===== src/rtl/alu_pkg.sv =====
// alu_pkg: constants and types shared by the arbitrated ALU slice.
//   WORD_W  - datapath word width
//   FUNC_W  - ALU function code width (bit 3 = invert B / carry-in)
//   SHAMT_W - shift amount width
//   alu_op_e - F[2:0] operation encodings
//   state_e  - arbiter FSM state encoding
package alu_pkg;

  localparam int WORD_W  = 32;
  localparam int FUNC_W  = 4;
  localparam int SHAMT_W = 5;

  typedef enum logic [2:0] {
    OP_AND = 3'b000,
    OP_OR  = 3'b001,
    OP_ADD = 3'b010,
    OP_SLT = 3'b011,
    OP_SLL = 3'b100
  } alu_op_e;

  typedef enum logic [1:0] {
    ST_IDLE = 2'd0,
    ST_EXEC = 2'd1,
    ST_RESP = 2'd2
  } state_e;

endpackage


===== src/rtl/alu_arbiter_if.sv =====
// alu_arbiter_if: request/response bundle between two requesters and the
// shared ALU arbiter.
//   req_valid/req_ready     - per-requester request handshake
//   req_a*/req_b*/req_f*/req_shamt* - operands per requester (0/1)
//   rsp_valid/rsp_ready     - per-requester response handshake
//   rsp_y, rsp_zero, rsp_ltez, rsp_err - shared registered result
//   busy                    - arbiter is not idle
// master = requester side, slave = arbiter side.
interface alu_arbiter_if;
  import alu_pkg::*;

  logic [1:0]         req_valid;
  logic [1:0]         req_ready;
  logic [WORD_W-1:0]  req_a0;
  logic [WORD_W-1:0]  req_a1;
  logic [WORD_W-1:0]  req_b0;
  logic [WORD_W-1:0]  req_b1;
  logic [FUNC_W-1:0]  req_f0;
  logic [FUNC_W-1:0]  req_f1;
  logic [SHAMT_W-1:0] req_shamt0;
  logic [SHAMT_W-1:0] req_shamt1;
  logic [1:0]         rsp_valid;
  logic [1:0]         rsp_ready;
  logic [WORD_W-1:0]  rsp_y;
  logic               rsp_zero;
  logic               rsp_ltez;
  logic               rsp_err;
  logic               busy;

  modport master (
    output req_valid, req_a0, req_a1, req_b0, req_b1, req_f0, req_f1,
           req_shamt0, req_shamt1, rsp_ready,
    input  req_ready, rsp_valid, rsp_y, rsp_zero, rsp_ltez, rsp_err, busy
  );

  modport slave (
    input  req_valid, req_a0, req_a1, req_b0, req_b1, req_f0, req_f1,
           req_shamt0, req_shamt1, rsp_ready,
    output req_ready, rsp_valid, rsp_y, rsp_zero, rsp_ltez, rsp_err, busy
  );

endinterface


===== src/rtl/alu.sv =====
// alu: combinational 32-bit ALU.
//   a, b   - operands
//   f      - function: f[3] inverts b and injects carry-in, f[2:0] selects op
//   shamt  - left shift amount for SLL
//   y      - result (0 for illegal codes)
//   zero   - y == 0 (legal codes only)
//   ltez   - zero | sign of the adder output (legal codes only)
//   err    - f[2:0] is not a defined operation
module alu
  import alu_pkg::*;
#(
  parameter int DATA_W = WORD_W
) (
  input  logic [DATA_W-1:0]  a,
  input  logic [DATA_W-1:0]  b,
  input  logic [FUNC_W-1:0]  f,
  input  logic [SHAMT_W-1:0] shamt,
  output logic [DATA_W-1:0]  y,
  output logic               zero,
  output logic               ltez,
  output logic               err
);

  logic [DATA_W-1:0]        bout;
  logic signed [DATA_W-1:0] sum;

  assign bout = f[3] ? ~b : b;
  // Wraps modulo 2^DATA_W; overflow is deliberately not reported.
  assign sum  = $signed(a + bout + {{(DATA_W-1){1'b0}}, f[3]});

  always_comb begin
    y    = '0;
    err  = 1'b0;
    zero = 1'b0;
    ltez = 1'b0;
    case (alu_op_e'(f[2:0]))
      OP_AND:  y = a & bout;
      OP_OR:   y = a | bout;
      OP_ADD:  y = sum;
      OP_SLT:  y = {{(DATA_W-1){1'b0}}, sum[DATA_W-1]};
      OP_SLL:  y = bout << shamt;
      default: err = 1'b1;
    endcase
    if (!err) begin
      zero = (y == '0);
      ltez = zero | sum[DATA_W-1];
    end
  end

endmodule


===== src/rtl/alu_arbiter.sv =====
// alu_arbiter: two requesters share one ALU through a round-robin grant.
//   clk, reset - clock and synchronous active-high reset
//   bus        - alu_arbiter_if.slave request/response bundle
// Flow: IDLE grants one requester combinationally and latches its operands,
// EXEC evaluates the ALU and registers the result, RESP presents the result
// to the granted requester until it accepts. One operation in flight.
module alu_arbiter
  import alu_pkg::*;
#(
  parameter int DATA_W = WORD_W
) (
  input  logic         clk,
  input  logic         reset,
  alu_arbiter_if.slave bus
);

  state_e state_q, state_d;
  logic   ptr_q;
  logic   gnt_q, gnt_d;
  logic   fire;
  logic [1:0] req_ready;
  logic [1:0] rsp_valid;

  logic [DATA_W-1:0]  a_p0, b_p0;
  logic [FUNC_W-1:0]  f_p0;
  logic [SHAMT_W-1:0] shamt_p0;

  logic [DATA_W-1:0] alu_y;
  logic              alu_zero, alu_ltez, alu_err;

  logic [DATA_W-1:0] y_p1;
  logic              zero_p1, ltez_p1, err_p1;

  always_comb begin
    state_d   = state_q;
    gnt_d     = gnt_q;
    fire      = 1'b0;
    req_ready = 2'b00;
    rsp_valid = 2'b00;
    case (state_q)
      ST_IDLE: begin
        // Gated by reset so nobody sees a handshake that is then dropped.
        if (!reset && (bus.req_valid != 2'b00)) begin
          gnt_d            = (bus.req_valid == 2'b11) ? ptr_q : bus.req_valid[1];
          req_ready[gnt_d] = 1'b1;
          fire             = 1'b1;
          state_d          = ST_EXEC;
        end
      end
      ST_EXEC: state_d = ST_RESP;
      ST_RESP: begin
        rsp_valid[gnt_q] = 1'b1;
        if (bus.rsp_ready[gnt_q]) state_d = ST_IDLE;
      end
      default: state_d = ST_IDLE;
    endcase
  end

  always_ff @(posedge clk) begin
    if (reset) begin
      state_q <= ST_IDLE;
      ptr_q   <= 1'b0;
      gnt_q   <= 1'b0;
    end else begin
      state_q <= state_d;
      gnt_q   <= gnt_d;
      // Round-robin pointer moves only when a response completes.
      if (state_q == ST_RESP && bus.rsp_ready[gnt_q]) ptr_q <= ~gnt_q;
    end
  end

  // Stage p0: operand latch of the granted requester
  always_ff @(posedge clk) begin
    if (fire) begin
      a_p0     <= gnt_d ? bus.req_a1     : bus.req_a0;
      b_p0     <= gnt_d ? bus.req_b1     : bus.req_b0;
      f_p0     <= gnt_d ? bus.req_f1     : bus.req_f0;
      shamt_p0 <= gnt_d ? bus.req_shamt1 : bus.req_shamt0;
    end
  end

  alu #(.DATA_W(DATA_W)) u_alu (
    .a     (a_p0),
    .b     (b_p0),
    .f     (f_p0),
    .shamt (shamt_p0),
    .y     (alu_y),
    .zero  (alu_zero),
    .ltez  (alu_ltez),
    .err   (alu_err)
  );

  // Stage p1: result registers, visible as outputs; cleared by reset
  always_ff @(posedge clk) begin
    if (reset) begin
      y_p1    <= '0;
      zero_p1 <= 1'b0;
      ltez_p1 <= 1'b0;
      err_p1  <= 1'b0;
    end else if (state_q == ST_EXEC) begin
      y_p1    <= alu_y;
      zero_p1 <= alu_zero;
      ltez_p1 <= alu_ltez;
      err_p1  <= alu_err;
    end
  end

  assign bus.req_ready = req_ready;
  assign bus.rsp_valid = rsp_valid;
  assign bus.rsp_y     = y_p1;
  assign bus.rsp_zero  = zero_p1;
  assign bus.rsp_ltez  = ltez_p1;
  assign bus.rsp_err   = err_p1;
  assign bus.busy      = (state_q != ST_IDLE);

endmodule


===== src/flat_wrapper.sv =====
// flat-port wrapper written by rule: the top's interface ports become plain ports
module alu_arbiter_flat import alu_pkg::*;
#(
  parameter int DATA_W = WORD_W
)
  (clk, reset, bus_req_valid, bus_req_a0, bus_req_a1, bus_req_b0, bus_req_b1, bus_req_f0, bus_req_f1, bus_req_shamt0, bus_req_shamt1, bus_rsp_ready, bus_req_ready, bus_rsp_valid, bus_rsp_y, bus_rsp_zero, bus_rsp_ltez, bus_rsp_err, bus_busy);
  alu_arbiter_if bus_i ();
  input  logic clk;
  input  logic reset;
  input wire logic [$bits(bus_i.req_valid)-1:0] bus_req_valid;
  input wire logic [$bits(bus_i.req_a0)-1:0] bus_req_a0;
  input wire logic [$bits(bus_i.req_a1)-1:0] bus_req_a1;
  input wire logic [$bits(bus_i.req_b0)-1:0] bus_req_b0;
  input wire logic [$bits(bus_i.req_b1)-1:0] bus_req_b1;
  input wire logic [$bits(bus_i.req_f0)-1:0] bus_req_f0;
  input wire logic [$bits(bus_i.req_f1)-1:0] bus_req_f1;
  input wire logic [$bits(bus_i.req_shamt0)-1:0] bus_req_shamt0;
  input wire logic [$bits(bus_i.req_shamt1)-1:0] bus_req_shamt1;
  input wire logic [$bits(bus_i.rsp_ready)-1:0] bus_rsp_ready;
  output wire logic [$bits(bus_i.req_ready)-1:0] bus_req_ready;
  output wire logic [$bits(bus_i.rsp_valid)-1:0] bus_rsp_valid;
  output wire logic [$bits(bus_i.rsp_y)-1:0] bus_rsp_y;
  output wire logic [$bits(bus_i.rsp_zero)-1:0] bus_rsp_zero;
  output wire logic [$bits(bus_i.rsp_ltez)-1:0] bus_rsp_ltez;
  output wire logic [$bits(bus_i.rsp_err)-1:0] bus_rsp_err;
  output wire logic [$bits(bus_i.busy)-1:0] bus_busy;
  assign bus_i.req_valid = bus_req_valid;
  assign bus_i.req_a0 = bus_req_a0;
  assign bus_i.req_a1 = bus_req_a1;
  assign bus_i.req_b0 = bus_req_b0;
  assign bus_i.req_b1 = bus_req_b1;
  assign bus_i.req_f0 = bus_req_f0;
  assign bus_i.req_f1 = bus_req_f1;
  assign bus_i.req_shamt0 = bus_req_shamt0;
  assign bus_i.req_shamt1 = bus_req_shamt1;
  assign bus_i.rsp_ready = bus_rsp_ready;
  assign bus_req_ready = bus_i.req_ready;
  assign bus_rsp_valid = bus_i.rsp_valid;
  assign bus_rsp_y = bus_i.rsp_y;
  assign bus_rsp_zero = bus_i.rsp_zero;
  assign bus_rsp_ltez = bus_i.rsp_ltez;
  assign bus_rsp_err = bus_i.rsp_err;
  assign bus_busy = bus_i.busy;
  alu_arbiter #(.DATA_W(DATA_W)) u_core (.clk(clk), .reset(reset), .bus(bus_i));
endmodule

===== config.mk =====
export PLATFORM = sky130hd
export DESIGN_NAME = alu_arbiter_flat
export DESIGN_NICKNAME = d
export VERILOG_FILES = /design/src/rtl/alu_pkg.sv /design/src/rtl/alu_arbiter_if.sv /design/src/rtl/alu.sv /design/src/rtl/alu_arbiter.sv /design/src/flat_wrapper.sv
export SDC_FILE = /design/constraint.sdc
export NUM_CORES = 1
export LEC_CHECK = 0
export BUFFER_PORTS_ARGS = -buffer_cell sky130_fd_sc_hd__buf_2
export CORE_MARGIN = 1.5
export CORE_UTILIZATION = 60
export DETAILED_ROUTE_END_ITERATION = 10
export GPL_TIMING_DRIVEN = 1
export PLACE_DENSITY = 0.83
export SLEW_MARGIN = 20
export SYNTH_ARGS = -nofsm -noshare
export SYNTH_HDL_FRONTEND = slang
export SYNTH_HIERARCHICAL = 1
export SYNTH_SLANG_ARGS = --single-unit
export TNS_END_PERCENT = 20

===== constraint.sdc =====
create_clock -name clk -period 10.4 [get_ports clk]
set_input_delay 2.08 -clock clk [delete_from_list [all_inputs] [get_ports clk]]
set_output_delay 2.08 -clock clk [all_outputs]
set_load 0.05 [all_outputs]

# --- Word level (Yosys, flattened, before mapping) ---
# Cells that the tools add are included.
classes:
  addsub: 2
  n_mul: 0
  div_mod_pow: 0
  magnitude_cmp: 4
  eq_ne: 9
  shift: 1
  muxes: 26
  bitwise: 5
  reduce_logical: 12
op_table:
  columns: ["cell", "count"]
  rows:
  - ["$pmux W32 S5", 1]
  - ["$mux W32", 3]
  - ["$add A32 B1 Y32", 1]
  - ["$add A32 B32 Y32", 1]
  - ["$and A32 B32 Y32", 1]
  - ["$logic_not A32 Y1", 1]
  - ["$not A32 Y32", 1]
  - ["$or A32 B32 Y32", 1]
  - ["$shl A32 B5 Y32", 1]
  - ["$mux W1", 12]
  - ["$mux W2", 5]
  - ["$eq A3 B2 Y1 const B", 2]
  - ["$pmux W2 S3", 1]
  - ["$mux W5", 1]
  - ["$reduce_or A5 Y1", 1]
  - ["$eq A2 B2 Y1 const B", 2]
  - ["$logic_and A1 B1 Y1", 4]
  - ["$lt A1 B2 Y1 const B", 2]
  - ["$mux W4", 1]
  - ["$ne A2 B1 Y1 const B", 2]
  - ["$reduce_bool A2 Y1", 2]
  - ["$eq A3 B1 Y1 const B", 1]
  - ["$eq A3 B3 Y1 const B", 1]
  - ["$logic_not A3 Y1", 1]
  - ["8 further kinds", 10]
word_totals:
  register_bits: 112
  latch_bits: 0
  ramBits: 0
  mem_bits_ro: 0
  output_inout_bits: 40
  wordCells: 70
  mem_count: 0

# --- Longest topological paths before layout ---
# Gate-level depths: netlist of the first run.
logic_depth:
  depth_word: 8
  ltp_mapped: 21
  ltp_nobuf: 14

# --- Hierarchy ---
# Netlist of the first run, hierarchy kept.
by_module_without_submodules:
  columns: ["mod", "instances", "cells_each", "area_per_inst_um2"]
  rows:
  - ["alu", 1, 923, 6557.5]
  - ["alu_arbiter", 1, 630, 6518.8]

# --- Worst setup path after synthesis of the first run ---
# OpenSTA, ideal clock, no wires.
synth_timing:
  path_kind: "input to register"
  from: "in reset"
  to: "reg u_core.a_p0[0] (enable)"
  arrival_time_ps: 5897
  t_required_ps: 9895
  path_slack_ps: 3998
  cell_stages: 5
  path_buffers: 3
  path_cell_list: "or3_1 -> buf_2 -> buf_6 -> buf_2 -> nor2_1"
synth_between:
  elab_chain_cells: 4
synth_rtl:
  columns: ["element", "line_no", "rtl"]
  rows:
  - ["from (decl)", "flat_wrapper.sv:9", "input logic reset;"]
  - ["$logic_not A1 Y1", "alu_arbiter.sv:43", "if (!reset && (bus.req_valid != 2'b00)) begin"]
  - ["$logic_and A1 B1 Y1", "alu_arbiter.sv:43", null]
  - ["$mux W1", "alu_arbiter.sv:43", null]
  - ["$mux W1", "alu_arbiter.sv:40", "case (state_q)"]
  - ["via u_core.fire", "alu_arbiter.sv:20", "logic fire;"]
  - ["to (signal assigned)", "alu_arbiter.sv:75", "a_p0 <= gnt_d ? bus.req_a1 : bus.req_a0;"]
  - ["to (decl)", "alu_arbiter.sv:24", "logic [DATA_W-1:0] a_p0, b_p0;"]
# The timed path passes the listed nets, and every way through them passes these cells.
# A chain may end at the register's enable or synchronous reset.

# --- Final worst setup path of the first run ---
layout_timing:
  from: "in reset"
  to: "out bus_req_ready[1]"
layout_between:
  elab_chain_cells: 4
layout_rtl:
  columns: ["element", "line_no", "rtl"]
  rows:
  - ["$logic_not A1 Y1", "alu_arbiter.sv:43", null]
  - ["$logic_and A1 B1 Y1", "alu_arbiter.sv:43", null]
  - ["$mux W2", "alu_arbiter.sv:43", null]
  - ["$mux W2", "alu_arbiter.sv:40", null]
  - ["to (decl)", "flat_wrapper.sv:20", "output wire logic [$bits(bus_i.req_ready)-1:0] bus_req_ready;"]
# No other way between the ends.

==> results of run 1 <==
## layout make-up
class | instances | area [sq um] | area share (%)
Clock inverter | 7 | 86.3 | 0.611
Multi-Input combinational cell | 1196 | 9050 | 64.1
Inverter | 81 | 304 | 2.15
Sequential cell | 112 | 2970 | 21.0
Tap cell | 275 | 344 | 2.44
Timing Repair Buffer | 216 | 1140 | 8.09
Clock buffer | 9 | 225 | 1.59
## flip-flops by register name, summed over array words and instances (netlist names), named ones only
| name | flops |
|---|---|
| u_core/f_p0 | 4 |
| u_core/bus.rsp_ltez | 1 |
| u_core/bus.rsp_zero | 1 |
| u_core/state_q | 2 |
| u_core/b_p0 | 32 |
| u_core/ptr_q | 1 |
| u_core/bus.rsp_y | 32 |
| u_core/bus.rsp_err | 1 |
| u_core/shamt_p0 | 5 |
| u_core/a_p0 | 32 |
## critical path, delay by kind of cell
kind                   cells  cell delay, ns
AND/OR/NAND/NOR            2            0.90
buffers and inverters      2            0.85
## cells by family (layout without fill, tap and decap cells)
kind of cell             after synthesis  after routing  synth area share, %
multiplexers                          95             95                 9.15
XOR/XNOR                              74             74                 5.01
flip-flops                           112            112                 22.7
adder cells (fa/ha/maj)               65             65                 6.28
AO/OA/AOI/OAI                        534            534                 31.8
buffers and inverters                245            313                 8.49
AND/OR/NAND/NOR                      428            428                 16.6
## power by group through the flow
stage | Sequential, W | Combinational (W) | Clock (W)
after floorplan | 0.000580 | 0.000621 | 0
after global placement | 0.000578 | 0.000860 | 0
after detailed placement | 0.000578 | 0.000871 | 0
after CTS | 0.000568 | 0.000875 | 0.000367
after global routing | 0.000573 | 0.000965 | 0.000384
final | 0.000570 | 0.000905 | 0.000362
## worst paths after layout
check	from	endpoint	slack [ns]	cells after the start
max	reset	bus_req_ready[1]	4.47	4
min	u_core/bus.rsp_err	u_core/bus.rsp_err	0.45	2
max reg2reg	u_core/f_p0[3]	u_core/bus.rsp_ltez	5.26	15
min reg2reg	u_core/bus.rsp_err	u_core/bus.rsp_err	0.45	2
## synth_stat cells (10+ instances only)
library cell	count
sky130_fd_sc_hd__nand2_1	151
sky130_fd_sc_hd__o21ai_0	47
sky130_fd_sc_hd__buf_2	16
sky130_fd_sc_hd__buf_6	16
sky130_fd_sc_hd__ha_1	64
sky130_fd_sc_hd__o31ai_1	65
sky130_fd_sc_hd__inv_1	80
sky130_fd_sc_hd__xnor2_1	24
sky130_fd_sc_hd__a21oi_1	91
sky130_fd_sc_hd__xor2_1	49
sky130_fd_sc_hd__o21a_1	11
sky130_fd_sc_hd__nor2_1	62
sky130_fd_sc_hd__o22ai_1	21
sky130_fd_sc_hd__nand4_1	92
sky130_fd_sc_hd__edfxtp_1	73
sky130_fd_sc_hd__o31ai_2	17
sky130_fd_sc_hd__nor3_1	23
sky130_fd_sc_hd__o211ai_2	60
sky130_fd_sc_hd__nand3_1	14
sky130_fd_sc_hd__buf_1	10
sky130_fd_sc_hd__mux4_2	16
sky130_fd_sc_hd__dfxtp_1	39
sky130_fd_sc_hd__a211oi_1	17
sky130_fd_sc_hd__a21o_1	10
sky130_fd_sc_hd__o211ai_1	104
sky130_fd_sc_hd__mux2i_1	69
sky130_fd_sc_hd__clkbuf_1	112
## metrics by stage
| stage | area (sq um) | worst slack (ns) | instances | hold slack [ns] | util [%] |
|---|---|---|---|---|---|
| floorplan | 13100 | 4.00 | 1553 | 0.470 | - |
| global placement | 13800 | 4.51 | 1880 | 0.441 | 65.1 |
| detailed placement | 13800 | 4.50 | 1880 | 0.443 | 65.1 |
| CTS | 14100 | 4.50 | 1896 | 0.454 | 66.6 |
| global route | 14100 | 4.33 | 1896 | 0.472 | 66.6 |
| finish | 14100 | 4.47 | 1896 | 0.453 | 66.6 |
## layer usage
layer  up-vias  global-route usage (%)  wire length, microns  share of wire (%)
met4         0                    17.2                  2050                4.5
met1      6428                    54.6                 18800                 41
li1       6081                       -                     -                  -
met5         -                       0                     0                  0
met3       119                    7.24                  4350                9.5
met2       804                    62.8                 20500                 45
## placed cells by master (no fill, tap or decap), types with 9 or more instances in the layout
cell type                     n
sky130_fd_sc_hd__a211oi_1    17
sky130_fd_sc_hd__nor2_1      60
sky130_fd_sc_hd__nor3_1      22
sky130_fd_sc_hd__o21ai_0     47
sky130_fd_sc_hd__inv_1       79
sky130_fd_sc_hd__a21oi_1     91
sky130_fd_sc_hd__edfxtp_1    73
sky130_fd_sc_hd__clkbuf_16    9
sky130_fd_sc_hd__buf_4       25
sky130_fd_sc_hd__buf_2      191
sky130_fd_sc_hd__a21o_1      10
sky130_fd_sc_hd__mux4_2      16
sky130_fd_sc_hd__xor2_1      49
sky130_fd_sc_hd__nor4_1       9
sky130_fd_sc_hd__mux2i_1     69
sky130_fd_sc_hd__nand4_1     92
sky130_fd_sc_hd__o21a_1      10
sky130_fd_sc_hd__nand3_1     14
sky130_fd_sc_hd__xnor2_1     24
sky130_fd_sc_hd__dfxtp_1     38
sky130_fd_sc_hd__nand2_1    151
sky130_fd_sc_hd__ha_1        64
sky130_fd_sc_hd__o22ai_1     21
sky130_fd_sc_hd__o211ai_1   104
sky130_fd_sc_hd__o211ai_2    60
sky130_fd_sc_hd__o31ai_2     17
sky130_fd_sc_hd__o31ai_1     65
==> results, run 1 <==
- The run finished with clean final reports.
- Based on the critical path, the design can be clocked at up to 169 MHz.
- Summing the sequential cell areas from Yosys gives 22.7% of the chip area.
- Sorting the synthesized cells by area gives the leading types as sky130_fd_sc_hd__edfxtp_1 (17%), sky130_fd_sc_hd__ha_1 (6.1%), sky130_fd_sc_hd__dfxtp_1 (6.0%).
- Power comes to 0.00184 W.
- The number of cell rows is 53.
- The die is 151 microns tall.
- The critical path startpoint category is an input port.
- The dominant synthesized flop cell is sky130_fd_sc_hd__edfxtp_1.
- The standard cell with the maximum stage delay on the critical path is sky130_fd_sc_hd__or3_4.
- Clock-pin slew was measured on the worst setup and hold paths at 0.08 ns.
- The final layout contains routed wiring with a total length of 45800 microns.
- The cell accounting for the most synthesized area is sky130_fd_sc_hd__edfxtp_1.
- After synthesis, the share of flip-flops with an asynchronous set or reset is 0%.
- After layout, the worst path uses 57.0% of the clock period.
- The clock network fraction of total power is 19.7%.
- The initial core utilization is 61.6%.
- Setup violations remaining at the end of the flow were counted as 0.
- The analysis attributes to net switching a power of 0.000837 W.
- During placement, the flow inserted port buffers numbering 191.
- For the worst setup path, the data arrival time is 3.85 ns.
- The horizontal die dimension is 151 microns.
- For the final database, setup skew stands at 0.0142 ns.
- The source-to-sink clock delay at the later pin of the worst-skew pair is 0.37 ns.
- The total negative slack for setup checks is 0 ns.
- The signal on the critical path passes through buf_2, or3_4, nor3_1, buf_2.
- The mean number of vias per cell is 7.08.
- Synthesis produced 1553 cells.
- Across the VDD grid, the largest voltage drop is 0.110 mV.
- The first global-routing pass estimated 70100 microns of wire.
- The first detailed-routing pass ran for 5 iterations.
- For this run, the slowest stage of the critical path takes 0.76 ns.
- The critical path is of the input port to output pin type.
- Cell internal power was estimated by the tool at 0.00100 W.
- The distinct cell type count of the synthesized netlist is 87.
- No sink is reached through more buffers than the 2 on the longest clock path.
- Hold repair after CTS inserted 0 buffers.
- The synthesis-to-layout area growth is 8.06%.
- The tree built by TritonCTS fans out to 112 sinks.
- The synthesized design contains 73 enable-type register cells.
- The H-tree was split into 3 levels.
- Dividing total power by cell area gives a power density of 130 nW/um^2.
- In this run the count of I/O pins placed on the die edge is 192.
- The area of the mapped netlist is 13100 sq um.
- The headroom to the max-slew limit is 25.2%.
- The floorplan step defined a die boundary enclosing 22700 sq um.
- The required time reported for the critical path endpoint is 8.32 ns.
- The final-report hold violation count is 0.
- The global-route congestion overflow total is 0.
- The pin count of the biggest net entering global routing is 81.
- The synthesized area per cell is 8.42 sq um.
- The CTS tree is done.
- The proportion of power drawn by combinational gates is 49.3%.
- CTS placed an instance of sky130_fd_sc_hd__clkbuf_16 at the clock tree root.
- The area fraction of the dominant cell type after synthesis is 16.8%.
- Net switching is 45.5% of the power.
- The total of cells resized after clock tree synthesis is 0.
- The count of nets left with antenna violations after detail routing is 0.
- Post-CTS timing repair inserted 0 buffers for setup.
- The worst hold path belongs to the class register to register.
- Counting every net in the synthesized netlist gives 1770.
- The placeable core region is 21200 sq um.
- The number of inserted filler cells in the final layout is 1824.
- During synthesis, Yosys emitted a total of 6 warnings.
- Of all nets on the critical path, the largest fanout is 71.
- The most prevalent standard cell on the critical path is sky130_fd_sc_hd__buf_2.
- Setup repair after global routing left no endpoint under its margin.
- The wire length per cell after detailed routing is 24.1 microns.
- The net count of the finished layout is 1833.
- In this run the static leakage power is 5.55 nW.
- Cells with a size suffix above 1 make up 22.6% of the layout.
- At the pin with the least slew margin, the transition time is 1.12 ns.
- The tool flagged a number of max-cap violations equal to 0.
- The number of clock buffers added by TritonCTS is 9.
- The synthesis-stage register bit count is 112.
- The number of antenna violations at the first check in global routing is 0.
- The all-layer global routing usage is 40.2%.
- The time the worst path needs with I/O delays and setup is 5.93 ns.
- For this block, the initial DRC count from the detailed router was 1570.
- After detailed routing, the number of remaining DRC violations is 0.
- The detailed placer's ending HPWL is 34000 microns.
- Registers are responsible for 31.0% of the overall power.
- The final estimated routing congestion in global placement is 1.04.
- The total via count after detailed routing is 13400.
- The repair_antennas step left the layout with diodes totalling 0.
- The number of global-route vias before repair is 12100.
- The final count of pins violating max slew was 0.
- The worst setup path is captured at an output pin.
Power figures use the tool's default switching activity.
==> run 2, diff against run 1 <==
clock period = 5.93 ns   (was 10.4 ns; I/O delays follow)
==> run 2 against run 1 <==
Against the previous run:
- global-route usage rose by 1.0 points
- combinational power grew 79%
- cell area increased by 0.66%
- largest power group unchanged
==> results, run 2 (synthesis results as in run 1) <==
- STA puts the critical path data arrival time at 5.26 ns.
- The maximum fanout count along the critical path is 63.
- From synthesis to final layout, the design area changed by 8.77%.
- The leakage power figure is 5.60 nW.
- The floorplan step set the die height to 151 microns.
- The wire length of the first global-routing pass is 71600 microns.
- The total via count after detailed routing is 13600.
- The max capacitance violation total is 0.
- Setup repair after global routing left no endpoint under its margin.
- The buffers inserted during post-CTS setup optimization is 0.
- The detailed placer's ending HPWL is 34800 microns.
- For this configuration, the core starts out at a cell density of 61.6%.
- For this run, design rule violations remaining after detail routing come to 0.
- The clock transition at the register clock pins on the worst setup and hold paths after CTS is 0.09 ns.
- In the global route stage, overall resource usage came out at 41.3%.
- In this run the count of I/O pins placed on the die edge is 192.
- STA puts the critical path data required time at 6.23 ns.
- The number of input and output port buffers inserted is 191.
- The number of standard cells in the final layout excluding fillers is 1899.
- The number of cells on the worst reg-to-reg path is 15.
- The total design power is 0.00328 W.
- The tightest min-delay check is of the register to register type.
- The global-route congestion overflow total is 0.
- Summed over all layers, the routed wires come to 46700 microns.
- The worst-case clock skew is 0.0112 ns.
- Setup violations remaining at the end of the flow were counted as 0.
- The number of optimization iterations in the first detailed-route pass is 7.
- Cells with a size suffix above 1 make up 22.8% of the layout.
- STA classifies the critical path startpoint as a register.
- The hold buffer count at CTS is 0.
- For this run, the top clock speed supported by timing is 202 MHz.
- In this run the horizontal extent of the chip is 151 microns.
- The wire length per cell after detailed routing is 24.6 microns.
- The flow ran to the end, and the final reports show no timing, DRC or antenna violations.
- In this run the number of H-tree levels came out at 3.
- The period utilization is 83.6%.
- The critical path is of the register to register type.
- The number of CTS-inserted buffers is 9.
- The CTS tree is done.
- The root buffer cell is sky130_fd_sc_hd__clkbuf_16.
- In this run the tightest slew margin relative to its limit is 18.9%.
- The number of placed instances, taps included, is 1883.
- The initial detailed-routing violation count is 1832.
- At the pin with the least slew margin, the transition time is 1.21 ns.
- The clock reaches the later pin of the worst-skew pair after 0.37 ns.
- The worst path in the final design needs a cycle of 4.96 ns, including I/O delays and setup.
- The buffer depth of the longest clock path is 2.
- The final count of pins violating max slew was 0.
- The total negative slack for setup checks is 0 ns.
- The most frequent standard cell in the layout excluding fill and tap cells is sky130_fd_sc_hd__buf_2.
- The number of global-route vias before repair is 12500.
- The kind of end point of the critical path is a register.
- The power density over cell area is 230 nW/um^2.
- The number of clock sinks is 112.
- The number of cells traversed by the worst hold path is 2.
- The number of antenna violations at the first check in global routing is 2.
- The die footprint is 22700 sq um.
- The pin count of the biggest net entering global routing is 90.
- The placeable core region is 21200 sq um.
- The total inserted antenna cells is 0.
- At the end of routability-driven placement, the weighted congestion stood at 1.09.
- The mean number of vias per cell is 7.15.
- The count of nets left with antenna violations after detail routing is 0.
- In the layout the commonest cells are sky130_fd_sc_hd__buf_2 (191), sky130_fd_sc_hd__nand2_1 (151), sky130_fd_sc_hd__o211ai_1 (104), sky130_fd_sc_hd__nand4_1 (92), sky130_fd_sc_hd__a21oi_1 (91).
- The number of inserted filler cells in the final layout is 1755.
- The final-report hold violation count was 0.
- The initialized floorplan defines 53 standard-cell rows.
- The net count of the finished layout is 1836.
- IR analysis of the VDD net gives a maximum drop of 0.166 mV.
- The number of gates resized after CTS was 0.
[run 2: worst paths after layout]
check	endpoint	startpoint	slack, ns
worst max-delay path	u_core/bus.rsp_ltez	u_core/f_p0[3]	0.97
worst min-delay path	u_core/bus.rsp_err	u_core/bus.rsp_err	0.45
worst max register to register	u_core/bus.rsp_ltez	u_core/f_p0[3]	0.97
worst min register to register	u_core/bus.rsp_err	u_core/bus.rsp_err	0.45
[run 2: critical path: stages (launching register included)]
cell and delay (ns):
sky130_fd_sc_hd__edfxtp_1 0.76, sky130_fd_sc_hd__buf_12 0.38, sky130_fd_sc_hd__xor2_1 0.46, sky130_fd_sc_hd__inv_1 0.09
sky130_fd_sc_hd__ha_1 0.48, sky130_fd_sc_hd__nand2_1 0.14, sky130_fd_sc_hd__o21a_1 0.25, sky130_fd_sc_hd__o31ai_1 0.68
sky130_fd_sc_hd__o21ai_0 0.25, sky130_fd_sc_hd__and4_1 0.22, sky130_fd_sc_hd__xnor2_1 0.17, sky130_fd_sc_hd__a211oi_1 0.37
sky130_fd_sc_hd__nand4_1 0.21, sky130_fd_sc_hd__o31ai_2 0.22, sky130_fd_sc_hd__nand2_1 0.07, sky130_fd_sc_hd__a21oi_1 0.12
[run 2: report_power, final]
group | internal [W] | switching [W] | total (W)
clock network | 0.000329 | 0.000337 | 0.000665
logic | 0.000547 | 0.00107 | 0.00162
registers | 0.000911 | 0.0000856 | 0.000996
total | 0.00179 | 0.00149 | 0.00328
[run 2: per-layer routing]
| layer | wire length (microns) | global-route usage (%) | share of wire (%) | up-vias |
|---|---|---|---|---|
| met4 | 2640 | 20.9 | 5.6 | 4 |
| li1 | - | - | - | 6096 |
| met5 | 30 | 0 | 0.064 | - |
| met2 | 20700 | 63.2 | 44 | 841 |
| met1 | 18600 | 54.6 | 40 | 6449 |
| met3 | 4670 | 9.27 | 10 | 181 |
[run 2: cell type report]
class                      instances  area (sq um)  area share (%)
clock inverter                     6          65.1           0.457
clock buffer                      10           250            1.76
timing repair buffer             219          1220            8.55
inverter                          81           304            2.14
tap                              275           344            2.42
sequential                       112          2970            20.9
multi-input combinational       1196          9070            63.8
[run 2: per-stage QoR]
step | hold slack [ns] | instance area, sq um | setup slack [ns] | util (%)
6_report | 0.455 | 14200 | 0.970 | 67.0
5_1_grt | 0.472 | 14200 | 0.787 | 67.0
4_1_cts | 0.456 | 14200 | 1.12 | 67.0
3_5_place_dp | 0.444 | 13900 | 1.15 | 65.5
3_3_place_gp | 0.440 | 13900 | 1.18 | 65.4
2_1_floorplan | 0.470 | 13100 | 0.422 | -
==> run 3, diff against run 2 <==
ABC_AREA = 1   (was not set)
CORE_UTILIZATION = 53   (was 60)
PLACE_DENSITY = 0.79   (was 0.83)
clock period = 4.4 ns   (was 5.93 ns; I/O delays follow)
==> run 3 against run 2 <==
Against the previous run:
- final cell count rose by 17%
- fmax is 36% higher
- via count shrank 9.6%
- hold slack improved by 0.034 ns
- clock power up 21%
- synthesized cell count rose by 16%
- sequential power increased by 30%
- flip-flop and latch count is the same
- critical path type unchanged
- largest cell class unchanged
- highest routed layer is now met4
==> results, run 3 <==
- The floorplan step defined a core boundary enclosing 20200 sq um.
- The start-to-end type of the worst setup path is register to register.
- The number of antenna violations at the first check in global routing is 0.
- For this design, the sink count on the clock tree is 112.
- The number of CTS-inserted buffers is 9.
- The synthesized area per cell is 6.06 sq um.
- For this run, the leading register cell type out of synthesis is sky130_fd_sc_hd__edfxtp_1.
- In this run the post-CTS setup repair buffer count came out at 0.
- The initial core utilization is 54.2%.
- The detailed-routing wirelength on met1 is 15600 microns.
- The number of setup violations in the final report is 0.
- At the pin with the least slew margin, the transition time is 0.901 ns.
- For this run, the post-layout net count is 2173.
- The wire-length estimate of the detail-placed layout is 27700 microns.
- The number of cell rows is 52.
- The area of the mapped netlist is 11000 sq um.
- The number of optimization iterations in the first detailed-route pass is 8.
- Counting both buffers and inverters, the worst setup path holds a total of 3.
- The time the worst path needs with I/O delays and setup is 3.64 ns.
- Ranked by instance count, the synthesized netlist is headed by sky130_fd_sc_hd__nand2_1 (628), sky130_fd_sc_hd__nand3_1 (295), sky130_fd_sc_hd__inv_1 (237), sky130_fd_sc_hd__nor2_1 (183), sky130_fd_sc_hd__edfxtp_1 (73).
- For this design, the slowest cell found on the critical path is sky130_fd_sc_hd__edfxtp_1.
- The source-to-sink clock delay at the later pin of the worst-skew pair is 0.37 ns.
- On the critical path the largest part of the delay comes from simple AND/OR/NAND/NOR gates.
- The die is 147 microns wide.
- The final count of pins violating max slew is 0.
- Leaving out fill and tap cells, the most frequent cell in the layout is sky130_fd_sc_hd__nand2_1.
- The core occupancy in the finished layout is 60.4%.
- The count of pins on the block boundary is 192.
- The required time reported for the critical path endpoint is 4.71 ns.
- The number of global-route vias before repair is 11000.
- Timing analysis after detailed placement gives a worst setup slack of 0.819 ns.
- The H-tree depth is 3.
- The all-layer global routing usage is 32.6%.
- The wire length per cell after detailed routing is 15.7 microns.
- The wire length on met2 is 15400 microns.
- The async set or reset register ratio after synthesis is 0%.
- The period utilization is 82.8%.
- The highest clock frequency the design can meet is 275 MHz.
- The startpoint of the worst register-to-register path is u_core/f_p0[3].
- The final-report hold violation count came to 0.
- Adding up every negative setup slack in the final design gives 0 ns.
- After detailed routing, the number of vias per cell comes to 5.50.
- Routability-driven placement finished with a final weighted congestion of 0.973.
- The global-route congestion overflow total is 0.
- TritonCTS built the clock tree.
- In this run the tool buffered the top-level ports with 191 buffer cells.
- The power density over cell area is 308 nW/um^2.
- The DRC violation count after routing is 0.
- The synthesis-stage register bit count is 112.
- When the netlist entered floorplanning its net count stood at 2025.
- The total via count after detailed routing is 12300.
- In this run, synthesis inferred 73 flip-flops with an integrated enable.
- In the layout the commonest cells are sky130_fd_sc_hd__nand2_1 (628), sky130_fd_sc_hd__nand3_1 (295), sky130_fd_sc_hd__inv_1 (236), sky130_fd_sc_hd__buf_2 (191), sky130_fd_sc_hd__nor2_1 (183).
- The repair_antennas step left the layout with diodes totalling 0.
- The worst hold path startpoint is u_core/ptr_q.
- Once placement finished, the instance area stood at 12000 sq um.
- The worst-case clock skew is 0.0130 ns.
- The length of routed met3 wiring is 3000 microns.
- Entering global routing, the biggest net connects 77 pins.
- The kind of end point of the critical path is a register.
- The floorplan step set the die height to 147 microns.
- Max-cap violations in this run came to 0.
- Wires add up to 35000 microns.
- The data arrival time of the critical path is 3.95 ns.
- Setup repair after global routing left no endpoint under its margin.
- The headroom to the max-slew limit is 39.9%.
- Counting along the longest clock path gives a buffer depth of 2.
- Of the cells placed in the final design, the portion with a size suffix greater than 1 is 13.5%.
- The worst voltage drop across the vdd grid is 0.235 mV.
- The cell that appears most often on the critical path is sky130_fd_sc_hd__nand2_1.
- Summed over all instances, the cell type with the most area after synthesis is sky130_fd_sc_hd__nand2_1.
- The largest single stage delay on the critical path is 0.47 ns.
- By area the synthesized netlist is led by sky130_fd_sc_hd__nand2_1 (22%), sky130_fd_sc_hd__edfxtp_1 (20%), sky130_fd_sc_hd__nand3_1 (13%).
- The final design area excluding fillers is 12200 sq um.
- The root buffer cell is sky130_fd_sc_hd__clkbuf_16.
- The leakage power figure is 6.82 nW.
- The highest signal layer in the routed design is met4.
- The hold buffer count at CTS is 0.
- The synthesized instance count is 1808.
- The floorplan step defined a die boundary enclosing 21600 sq um.
- Clock-pin slew was measured on the worst setup and hold paths at 0.08 ns.
- The initial detailed-routing violation count is 1502.
- The total of cells resized after clock tree synthesis is 0.
- Tracing the worst setup path back leads to its startpoint at u_core/f_p0[3].
- The maximum fanout count along the critical path is 25.
- The critical path startpoint category is a register.
- The run finished with clean final reports.
- The tightest min-delay check is of the register to register type.
- Once routing completed, OpenROAD measured the worst setup slack at 0.757 ns.
- The critical path goes through buf_4, nand2_1, nand2_1, inv_1, ha_1, nand2_1, nor2_1, nand3_1, nand3b_1, nand2_1, nand2_1, nand2_1, nand3_1, inv_1, nor2_1, nand2_1, nor2_1, nand2_1, nor2_1, nand3_1, nand2_1, nor2_1, nor2_1.
- The placed cell count is 2215.
- The area fraction of the dominant cell type after synthesis is 21.5%.
- Compared with the post-synthesis result, the final layout area differs by 11.5%.
- The Yosys warning count is 6.
- The sequential share of the synthesized area is 27.1%.
- The distinct cell type count of the synthesized netlist is 42.
- The count of nets left with antenna violations after detail routing is 0.
- Once layout is complete, the cells apart from fillers number 2231.
- Yosys instantiated no cell more often than sky130_fd_sc_hd__nand2_1.
- The first global-routing pass estimated 55800 microns of wire.
run 3: power by group:
part	total (W)	leakage [nW]	switching, W	internal (W)
clock network	0.000806	0.134	0.000416	0.000390
registers	0.00129	1.01	0.0000569	0.00124
logic	0.00166	5.67	0.00115	0.000507
total	0.00376	6.82	0.00163	0.00213
run 3: per-stage QoR:
| stage | hold WS [ns] | total power [W] |
|---|---|---|
| floorplan | 0.433 | 0.00249 |
| global placement | 0.462 | 0.00291 |
| detailed placement | 0.475 | 0.00294 |
| CTS | 0.487 | 0.00374 |
| global route | 0.515 | 0.00400 |
| finish | 0.489 | 0.00376 |
run 3: final timing paths:
check,end,cells past startpoint,slack (ns)
setup / recovery,u_core/bus.rsp_ltez,23,0.76
hold / removal,u_core/ptr_q,2,0.49
setup reg to reg,u_core/bus.rsp_ltez,23,0.76
hold reg to reg,u_core/ptr_q,2,0.49
run 3: layout make-up:
class,count,area (sq um)
Tap cell,270,338
Sequential cell,112,2970
Fill cell,2000,8010
Clock inverter,6,43.8
Inverter,246,931
Clock buffer,10,229
Timing Repair Buffer,211,1110
Multi-Input combinational cell,1376,6600
run 3: logic make-up after synthesis:
group / synth area share [%]
buffers and inverters: 12.6
DFF: 27.1
adders and majority gates: 7.49
xor gates and xnor gates: 0.400
and+or+nand+nor: 45.7
AOI/OAI and AO/OA: 6.69
run 3: worst min-delay path, delay by kind of cell, from the launching register on:
kind | cells | cell delay (ns)
compound gates | 1 | 0.05
simple gates | 1 | 0.07
flops | 1 | 0.32
run 3: metal layers:
metal / vias to the layer above / track usage (%)
met5: - / 0
met1: 5515 / 46.5
met4: 0 / 10.3
li1: 6052 / -
met3: 65 / 4.13
met2: 631 / 51.2
